$ cat src/rtl/shift_register_pkg.sv
// Shared types and default constants for the serial CRC shift register.
package shift_register_pkg;

    typedef enum logic [1:0] {
        IDLE = 2'd0,
        ACC  = 2'd1,
        OUT  = 2'd2
    } state_t;

    localparam int unsigned DEF_WIDTH = 8;
    localparam logic [7:0]  DEF_SEED  = 8'hD8;
    localparam logic [7:0]  DEF_TAPS  = 8'h44;

endpackage

$ cat src/rtl/shift_register_crc_lfsr.sv
// CRC/LFSR state register with synchronous load, absorb (message bit) and
// zero-filled right-shift (frame output) controls.
module crc_lfsr
    import shift_register_pkg::*;
#(
    parameter int unsigned      WIDTH = DEF_WIDTH,
    parameter logic [WIDTH-1:0] SEED  = WIDTH'(DEF_SEED),
    parameter logic [WIDTH-1:0] TAPS  = WIDTH'(DEF_TAPS)
) (
    input  logic             clk,
    input  logic             rst,
    input  logic             load,
    input  logic             absorb,
    input  logic             shift,
    input  logic             din,
    output logic [WIDTH-1:0] lfsr
);

    logic             fb;
    logic [WIDTH-1:0] absorb_next;

    always_comb begin
        fb          = din ^ lfsr[0];
        absorb_next = '0;
        for (int unsigned i = 0; i < WIDTH - 1; i++) begin
            absorb_next[i] = lfsr[i+1] ^ (TAPS[i] & fb);
        end
        absorb_next[WIDTH-1] = fb;
    end

    always_ff @(posedge clk) begin
        if (rst || load) begin
            lfsr <= SEED;
        end else if (absorb) begin
            lfsr <= absorb_next;
        end else if (shift) begin
            lfsr <= lfsr >> 1;
        end
    end

endmodule

$ cat src/rtl/shift_register.sv
// Serial CRC generator: absorbs Data while Active, then emits WIDTH CRC bits
// LSB-first with Valid. Define CRC_ECHO_EN to echo Data on CRC while absorbing.
module shift_register
    import shift_register_pkg::*;
#(
    parameter int unsigned      WIDTH = DEF_WIDTH,
    parameter logic [WIDTH-1:0] SEED  = WIDTH'(DEF_SEED),
    parameter logic [WIDTH-1:0] TAPS  = WIDTH'(DEF_TAPS)
) (
    input  logic CLK,
    input  logic RST,
    input  logic Data,
    input  logic Active,
    output logic CRC,
    output logic Valid
);

    localparam int unsigned      CW      = $clog2(WIDTH + 1);
    localparam logic [CW-1:0]    CNT_MAX = CW'(WIDTH);
`ifdef CRC_ECHO_EN
    localparam logic             ECHO    = 1'b1;
`else
    localparam logic             ECHO    = 1'b0;
`endif

    state_t           state_q, state_d;
    logic [CW-1:0]    cnt_q, cnt_d;
    logic             crc_d, valid_d;
    logic             load, absorb, shift;
    logic [WIDTH-1:0] lfsr;

    crc_lfsr #(
        .WIDTH (WIDTH),
        .SEED  (SEED),
        .TAPS  (TAPS)
    ) u_lfsr (
        .clk    (CLK),
        .rst    (RST),
        .load   (load),
        .absorb (absorb),
        .shift  (shift),
        .din    (Data),
        .lfsr   (lfsr)
    );

    always_comb begin
        state_d = state_q;
        cnt_d   = cnt_q;
        crc_d   = 1'b0;
        valid_d = 1'b0;
        load    = 1'b0;
        absorb  = 1'b0;
        shift   = 1'b0;
        unique case (state_q)
            IDLE: begin
                if (Active) begin
                    absorb  = 1'b1;
                    crc_d   = ECHO & Data;
                    state_d = ACC;
                end
            end
            ACC: begin
                if (Active) begin
                    absorb = 1'b1;
                    crc_d  = ECHO & Data;
                end else begin
                    // First CRC bit leaves on the same edge that ends the message.
                    crc_d   = lfsr[0];
                    valid_d = 1'b1;
                    shift   = 1'b1;
                    cnt_d   = CW'(1);
                    state_d = OUT;
                end
            end
            OUT: begin
                if (cnt_q < CNT_MAX) begin
                    crc_d   = lfsr[0];
                    valid_d = 1'b1;
                    shift   = 1'b1;
                    cnt_d   = cnt_q + 1'b1;
                end else begin
                    load    = 1'b1;
                    cnt_d   = '0;
                    state_d = IDLE;
                end
            end
            default: begin
                load    = 1'b1;
                cnt_d   = '0;
                state_d = IDLE;
            end
        endcase
    end

    always_ff @(posedge CLK) begin
        if (RST) begin
            state_q <= IDLE;
            cnt_q   <= '0;
            CRC     <= 1'b0;
            Valid   <= 1'b0;
        end else begin
            state_q <= state_d;
            cnt_q   <= cnt_d;
            CRC     <= crc_d;
            Valid   <= valid_d;
        end
    end

endmodule

$ cat config.mk
export PLATFORM = sky130hd
export DESIGN_NAME = shift_register
export DESIGN_NICKNAME = d
export VERILOG_FILES = /design/src/rtl/shift_register_pkg.sv /design/src/rtl/shift_register_crc_lfsr.sv /design/src/rtl/shift_register.sv
export SDC_FILE = /design/constraint.sdc
export NUM_CORES = 1
export LEC_CHECK = 0
export ABC_AREA = 1
export BUFFER_PORTS_ARGS = -buffer_cell sky130_fd_sc_hd__buf_2
export CORE_MARGIN = 2
export CORE_UTILIZATION = 51
export DETAILED_ROUTE_END_ITERATION = 7
export GPL_ROUTABILITY_DRIVEN = 0
export PLACE_DENSITY_LB_ADDON = 0.08
export SLEW_MARGIN = 20
export SYNTH_ARGS = -nofsm -noshare
export SYNTH_HDL_FRONTEND = slang
export SYNTH_SLANG_ARGS = --single-unit
$ cat constraint.sdc
create_clock -name CLK -period 1.3 [get_ports CLK]
set_input_delay 0.26 -clock CLK [delete_from_list [all_inputs] [get_ports CLK]]
set_output_delay 0.26 -clock CLK [all_outputs]
set_load 0.02 [all_outputs]
==> results of run 1 <==
==> per-layer routing <==
| layer | share of wire [%] | track usage (%) | wire, um |
|---|---|---|---|
| met5 | 0 | 0 | 0 |
| met4 | 1.3 | 7.27 | 23 |
| met3 | 1.7 | 3.67 | 30 |
| met2 | 48 | 33.0 | 841 |
| met1 | 49 | 28.4 | 854 |
==> final cells by class <==
type                       instances  area share, %
clock buffer                       4           3.33
inverter                          17           6.54
multi-input combinational         82           49.6
sequential                        16           29.9
tap                               16           1.84
timing repair buffer              14           8.84
==> metrics by stage <==
step           instance area (um2)  setup TNS (ps)  std cells  setup WS [ps]
2_1_floorplan                  848               0        115           8.92
3_3_place_gp                   938            -454        142          -94.1
3_5_place_dp                   938            -618        142           -109
4_1_cts                       1060           -5.18        148          -5.18
5_1_grt                       1090            -557        149           -112
6_report                      1090           -38.5        149          -24.4
==> Yosys cell counts (2+ instances only) <==
library cell / count
nand2_2: 2
nand3_1: 9
inv_1: 15
a21oi_1: 8
inv_2: 2
nand2_1: 27
ha_1: 7
dfxtp_1: 16
nor2_4: 2
o21ai_0: 7
nand3_2: 3
nor2_1: 12
==> cells by family (layout without fill, tap and decap cells) <==
logic type	after synthesis	count (layout)	synth area share, %
compound gates	17	17	10.8
fa+ha+maj	7	7	10.5
buf+inv	17	35	7.63
flops	16	16	38.3
simple gates	58	58	32.8
==> worst max-delay path, cell delays in order (launching register included) <==
cell     delay, ps
dfxtp_2        360
inv_4           50
ha_4           260
nand3_4        110
nand2_4         60
nor2_4         190
nand2_1         80
nand2_1         60
nor2_1          40
==> timing repair <==
item	4_1_cts	5_1_grt
gates resized for setup	20	10
endpoints found under the setup margin	13	14
hold buffers	0	0
buffers inserted	2	1
gates cloned	0	0
pin swaps	4	10
endpoints found under the hold margin	0	0
==> how the worst max path moves through the flow <==
stage / startpoint / endpoint / slack (ps) / cells after the start
floorplan: state_q[1]$_SDFFE_PP0P_ / u_lfsr.lfsr[2]$_SDFFE_PP0P_ / 9 / 8
global route: state_q[1]$_SDFFE_PP0P_ / cnt_q[2]$_SDFFE_PP0P_ / -110 / 8
finish: state_q[1]$_SDFFE_PP0P_ / u_lfsr.lfsr[2]$_SDFFE_PP0P_ / -20 / 8
global placement: state_q[0]$_SDFFE_PP0P_ / u_lfsr.lfsr[2]$_SDFFE_PP0P_ / -90 / 8
CTS: state_q[1]$_SDFFE_PP0P_ / u_lfsr.lfsr[2]$_SDFFE_PP0P_ / -5 / 8
detailed placement: state_q[0]$_SDFFE_PP0P_ / u_lfsr.lfsr[1]$_SDFFE_PP0P_ / -110 / 6
==> report_power, final <==
part	leakage, nW	total, mW	switching, mW	internal, mW
Sequential	0.132	0.795	0.126	0.669
Combinational	0.346	1.65	0.917	0.734
Clock	0.0210	0.341	0.170	0.171
Total	0.499	2.79	1.21	1.57
==> sequential cells by signal, summed over array words and instances (netlist names) <==
signal       flops
CRC              1
Valid            1
state_q          2
u_lfsr.lfsr      8
cnt_q            4
==> metrics.txt, run 1 <==
status=finished, violations left; failing checks=negative setup slack; core area=0.00152 mm2; Max-slew headroom=87.3%; most frequent cells in the layout=nand2_1 (27), dfxtp_1 (14), inv_1 (12); Syn Std Cell Area=836 um2; hold_sp=RST; area leader, netlist=dfxtp_1; Leak=0.499 nW; DP HPWL=1230 um; Ports=6; Hold Path Cell Cnt=2; Worst-Margin Slew=191 ps; Setup CP Type=register to register; # clock sinks=16; first-pass GRT wire length=3060 um; Synth Net Count=126; share of layout cells above drive strength 1=31.6%; final worst-path cycle share=102%; Syn Inst Count=115; fill cell count=131; CTS Buf Count=3; Critical Path RT=1500 ps; maxcap violations=0; Setup WS post-layout=-24.4 ps; initial detailed-routing violation count=8; clock root cell=clkbuf_4; Worst setup SP type=register; Tmin final=1320 ps; register area=325 um2; setup slack, reg-to-reg=-20 ps; Syn. warnings=0; commonest non-fill, non-tap cell in the layout=nand2_1; Buffers on Ports=5; Tot Pwr=2.79 mW; Worst-path clk slew=100 ps; worst hold path endpoint=Valid$_SDFF_PP0_; Hold WS=193 ps; CP endpoint kind=register; DR vias/cell=5.14; sequential share of the synthesized area=38.3%; final setup vio count=3; share of the synthesized area in the top cell type=38.3%; area delta synth->final=30.4%; Total GRT Usage=20.8%; R2R cell count=8; CTS tree=built; Synth cell types=17; ys flop type=dfxtp_1; pin count of the biggest net entering global routing=10; initial core utilization=54.8%; Max Fclk=755 MHz; antenna violations before repair=0; nets@finish=145; Tightest Hold Check Type=primary input to register; final core occ=71.5%; Setup Skew=5.11 ps; Power Density=2560 mW/mm2; RSZ-0062 raised after global routing=yes; Die X=44.5 um; CP arrival=1520 ps; Post-synth EDFFs=0; number of global-route vias before repair=697; DR DRC count=0; Fin. Hold Viols=0; asr flop ratio synth=0%; max-slew violations=0; Clock Path Buffers=2; post-synthesis register bit count=16; area of the multi-input gates=541 um2; reg-to-reg critical path endpoint=u_lfsr.lfsr[2]$_SDFFE_PP0P_; Skew-Pair Late Insertion Delay=290 ps; final antenna-violating net count=0; Die Y=44.5 um; Die ar.=0.00198 mm2; synth top area cells=dfxtp_1 (38%), nand2_1 (12%), ha_1 (10%); GRT Residual Overflow=0; synthesized area per cell=7.27 um2; 1st-pass router iterations=4; Peak VDD IR=1.76 mV; Via Count=766; n_diodes=0; Rows=14; RR Startpoint=state_q[1]$_SDFFE_PP0P_; wire length per cell=11.7 um; drt total wl=1750 um; H-tree depth=1; Critical Path Fanout Max=8
Note: power is estimated with default switching activity, not from simulation.
==> run 2, diff against run 1 <==
- clock period: 1.3 -> 1.08 ns (I/O delays scaled with it)
==> run 2 against run 1 <==
Net effect: the run still ends with negative setup slack left; non-clock buffer count increased by 1; die area stayed put; critical path depth stayed put; largest power group unchanged; largest cell class unchanged; via count increased by 0.91%; power grew 17%; clock power grew 12%; global-route usage grew 0.50 points; highest routed layer unchanged; setup slack lost 190 ps; critical path type unchanged.
==> metrics.txt, run 2 (synthesis results as in run 1) <==
Setup WS post-layout=-214 ps; Crit. Startpoint=state_q[0]$_SDFFE_PP0P_; GRT Residual Overflow=0; initial core utilization=54.8%; Skew-Pair Late Insertion Delay=290 ps; pin count of the biggest net entering global routing=10; status=finished, violations left; DP HPWL=1270 um; Critical Path RT=1270 ps; CTS tree=built; Via Count=773; Peak VDD IR=2.04 mV; Hold WS=154 ps; H-tree depth=1; RSZ-0062 raised after global routing=yes; Tightest Hold Check Type=primary input to register; drt total wl=1670 um; fill cell count=129; Worst-Margin Slew=175 ps; RR Startpoint=state_q[0]$_SDFFE_PP0P_; met1 WL=781 um; Largest register FFs=8; maxcap violations=0; critical path, cell by cell=inv_4 > ha_4 > nand3_4 > nand2_2 > nor2_4 > nand2_1 > nand2_1 > nor2_1; n_diodes=0; hold_sp=RST; Setup CP Type=register to register; DR vias/cell=5.15; share of layout cells above drive strength 1=32.1%; Power Density=3020 mW/mm2; wire length per cell=11.1 um; Clock Path Buffers=2; first-pass GRT wire length=3040 um; Fin. Hold Viols=0; Setup Skew=8.27 ps; clock root cell=clkbuf_4; commonest non-fill, non-tap cell in the layout=nand2_1; Die Y=44.5 um; nets@finish=146; Ports=6; aggregate negative setup slack=-2220 ps; CP dominant cell by count=nand2_1; Total GRT Usage=21.3%; Critical-path top delay cell=dfxtp_4; Buffers on Ports=5; final worst-path cycle share=120%; Die ar.=0.00198 mm2; Tot Pwr=3.26 mW; Max-slew headroom=88.3%; Largest regs=u_lfsr.lfsr x8, cnt_q x4, state_q x2; final setup vio count=16; 1st-pass router iterations=6; Die X=44.5 um; top layer reached by signal wires=met4; Worst-path clk slew=90 ps; number of global-route vias before repair=743; final core occ=71.0%; # clock sinks=16; CP endpoint kind=register; max-slew violations=0; DR DRC count=0; antenna violations before repair=0; area delta synth->final=29.5%; most flop-heavy register=u_lfsr.lfsr; Critical Path Fanout Max=8; metal2 WL=787 um; Rows=14; failing checks=negative setup slack; Worst setup SP type=register; initial detailed-routing violation count=9; WL met3=77 um; CTS Buf Count=3; most frequent cells in the layout=nand2_1 (26), dfxtp_1 (14), nor2_1 (12); max incr delay on CP=380 ps; CP arrival=1490 ps; Tmin final=1290 ps; Post-Place Worst Slack=-259 ps; Max Fclk=773 MHz; Leak=0.507 nW; core area=0.00152 mm2; final antenna-violating net count=0
==> run 2: cell types whose count changed in the layout (fill, tap and decap cells not counted), moves of 2 or more <==
| cell | previous run | this run |
|---|---|---|
| inv_4 | 3 | 1 |
| inv_2 | 2 | 4 |
| o21ai_1 | 3 | 6 |
| buf_4 | 8 | 10 |
==> run 2: per-stage QoR <==
stage	std cells	area, um2
finish	150	1080
global route	150	1080
CTS	150	1080
detailed placement	144	985
global placement	144	985
floorplan	115	880
==> run 2: timing repair <==
action                     4_1_cts  5_1_grt
setup buffers                    2        0
hold endpoints to repair         0        0
setup endpoints to repair       16       16
resized for setup               13        1
hold buffers                     0        0
pin swaps                        6        0
==> run 2: critical path: cells and delay by family, from the launching register on <==
family | cells | cell delay, ps
flip-flops | 1 | 380
adder cells (fa/ha/maj) | 1 | 260
buffers and inverters | 1 | 50
AND/OR/NAND/NOR | 6 | 510
==> run 2: path summary, 6_finish.rpt <==
kind | slack (ps) | to | cells past startpoint
min | 150 | cnt_q[0]$_SDFFE_PP0P_ | 2
max | -210 | u_lfsr.lfsr[2]$_SDFFE_PP0P_ | 8
max reg2reg | -210 | u_lfsr.lfsr[2]$_SDFFE_PP0P_ | 8
min reg2reg | 470 | u_lfsr.lfsr[3]$_SDFFE_PP1P_ | 2
==> run 2: layout make-up <==
type / instances / area (um2) / share of cell area [%]
multi-input cells: 82 / 527 / 48.7
flip-flops and latches: 16 / 328 / 30.3
repair buffers: 15 / 100 / 9.25
inverters: 17 / 71.3 / 6.59
clock buffers: 4 / 36.3 / 3.35
well taps: 16 / 20.0 / 1.85
==> run 2: per-layer routing <==
layer  global-route usage (%)  vias up
met5                        0        -
met4                     7.27        0
met3                     7.35        4
met2                     35.9       15
met1                     25.0      344
li1                         -      410
==> run 2: report_power, final <==
| group | internal, mW | total (mW) | switching (mW) |
|---|---|---|---|
| Clock | 0.205 | 0.383 | 0.178 |
| Combinational | 0.849 | 1.91 | 1.06 |
| Sequential | 0.812 | 0.966 | 0.154 |
==> run 3, diff against run 2 <==
- CORE_UTILIZATION: 51 -> 54
- CTS_BUF_LIST: unset -> sky130_fd_sc_hd__clkbuf_4 sky130_fd_sc_hd__clkbuf_8
==> run 3 against run 2 <==
Net effect: the flow finishes with violations (design-rule violations, negative setup slack); die area decreased by 5.1%; count of clock-buffer cells in the layout unchanged; sequential power increased by 0.7%; critical path depth decreased by 1; core utilization increased by 8.4 points; sequential share of layout area decreased by 2.2 points; wire length increased by 34%; final cell count increased by 2.0%; sequential cell count unchanged; clock skew increased by 6.0 ps; critical path type unchanged.
==> metrics.txt, run 3 (synthesis results as in run 1) <==
DR vias/cell=5.56; Critical Path RT=1260 ps; RSZ-0062 raised after global routing=yes; final instance area=0.00117 mm2; Largest register FFs=8; Max-slew headroom=86.4%; GRT Residual Overflow=0; Worst-path clk slew=110 ps; most flop-heavy register=u_lfsr.lfsr; DR DRC count=2; WP depth=7; area delta synth->final=39.8%; critical path, cell by cell=inv_4 > ha_4 > nand3_4 > nand2_4 > nor2_4 > a21oi_1 > nand2_1; final antenna-violating net count=0; first-pass GRT wire length=2970 um; area of the multi-input gates=571 um2; final non-filler cell total=153; commonest non-fill, non-tap cell in the layout=nand2_1; Leak=0.533 nW; Tot Pwr=3.70 mW; Top delay family on crit path=flip-flops; CTS tree=built; Setup WS post-layout=-335 ps; Critical Path Fanout Max=8; Die X=43.3 um; CTS Buf Count=3; Ports=6; register area=328 um2; Rows=14; Critical-path top delay cell=dfxtp_4; aggregate negative setup slack=-3250 ps; Tightest Hold Check Type=primary input to register; number of global-route vias before repair=735; Placed Cells=142; Hold Path Cell Cnt=2; Die ar.=0.00188 mm2; failing checks=design-rule violations, negative setup slack; pin count of the biggest net entering global routing=10; initial detailed-routing violation count=34; DP HPWL=1250 um; most frequent cells in the layout=nand2_1 (25), dfxtp_1 (14), inv_1 (11), nor2_1 (11), buf_4 (10); max incr delay on CP=390 ps; fill cell count=95; wire length per cell=14.5 um; share of layout cells above drive strength 1=38.0%; CP arrival=1600 ps; Skew-Pair Late Insertion Delay=300 ps; 1st-pass router iterations=7; nets@finish=149; drt total wl=2230 um; Max Fclk=707 MHz; Via Count=850; Die Y=43.3 um; H-tree depth=1; maxcap violations=0; Largest regs=u_lfsr.lfsr x8, cnt_q x4, state_q x2; final worst-path cycle share=131%; # clock sinks=16; Clock Path Buffers=2; antenna violations before repair=0; CP endpoint kind=register; Worst-Margin Slew=202 ps; core area=0.00147 mm2; Post-DP Area=970 um2; Setup CP Type=register to register; Power Density=3170 mW/mm2; Tmin final=1420 ps; Post-Place Worst Slack=-237 ps; Buffers on Ports=5; Peak VDD IR=2.29 mV; max-slew violations=0; WP buf/inv=1; n_diodes=0; Total GRT Usage=21.2%; clock root cell=clkbuf_4; Setup Skew=14.2 ps; final setup vio count=16; Worst setup SP type=register; Fin. Hold Viols=0; initial core utilization=56.8%; setup slack, reg-to-reg=-340 ps; status=finished, violations left; R2R cell count=7
[run 3: cell types whose count changed in the layout (fill, tap and decap cells not counted), sizes merged]
cell	delta
buf	+3
[run 3: final cells by class]
cell class                      count  share of cell area [%]
Multi-Input combinational cell     82                    48.8
Sequential cell                    16                    28.1
Timing Repair Buffer               18                    12.2
Inverter                           17                    6.10
Clock buffer                        4                    3.10
Tap cell                           16                    1.71
[run 3: power breakdown]
group          switching (mW)  internal, mW
Sequential              0.161         0.812
Combinational            1.29          1.03
Clock                   0.208         0.206
Total                    1.66          2.05
[run 3: layer usage]
metal	vias to the layer above	track usage (%)	routed length, um
li1	414	-	-
met1	389	28.0	901
met2	41	34.6	1150
met3	6	2.50	127
met4	0	10.3	44
met5	-	0	0
[run 3: worst reg2reg max path: cells and delay by family, from the launching register on]
family	cells	cell delay, ps
and+or+nand+nor	4	350
buffers and inverters	1	50
DFF	1	390
AOI/OAI and AO/OA	1	190
adders and majority gates	1	310
[run 3: final timing paths]
kind	start	to
setup / recovery	state_q[0]$_SDFFE_PP0P_	u_lfsr.lfsr[6]$_SDFFE_PP1P_
hold / removal	RST	cnt_q[0]$_SDFFE_PP0P_
setup reg to reg	state_q[0]$_SDFFE_PP0P_	u_lfsr.lfsr[6]$_SDFFE_PP1P_
hold reg to reg	u_lfsr.lfsr[4]$_SDFFE_PP1P_	u_lfsr.lfsr[4]$_SDFFE_PP1P_
[run 3: repair_timing]
| item | in CTS | in global routing |
|---|---|---|
| gates resized for setup | 8 | 17 |
| pin swaps | 5 | 8 |
| setup buffers | 2 | 5 |
| hold buffers | 0 | 0 |
| endpoints found under the setup margin | 16 | 16 |
[run 3: through the flow]
step,hold WS (ps),util [%]
after floorplan,285,-
after global placement,450,65.9
after detailed placement,448,65.9
after CTS,147,70.9
after global routing,145,79.4
final,147,79.4
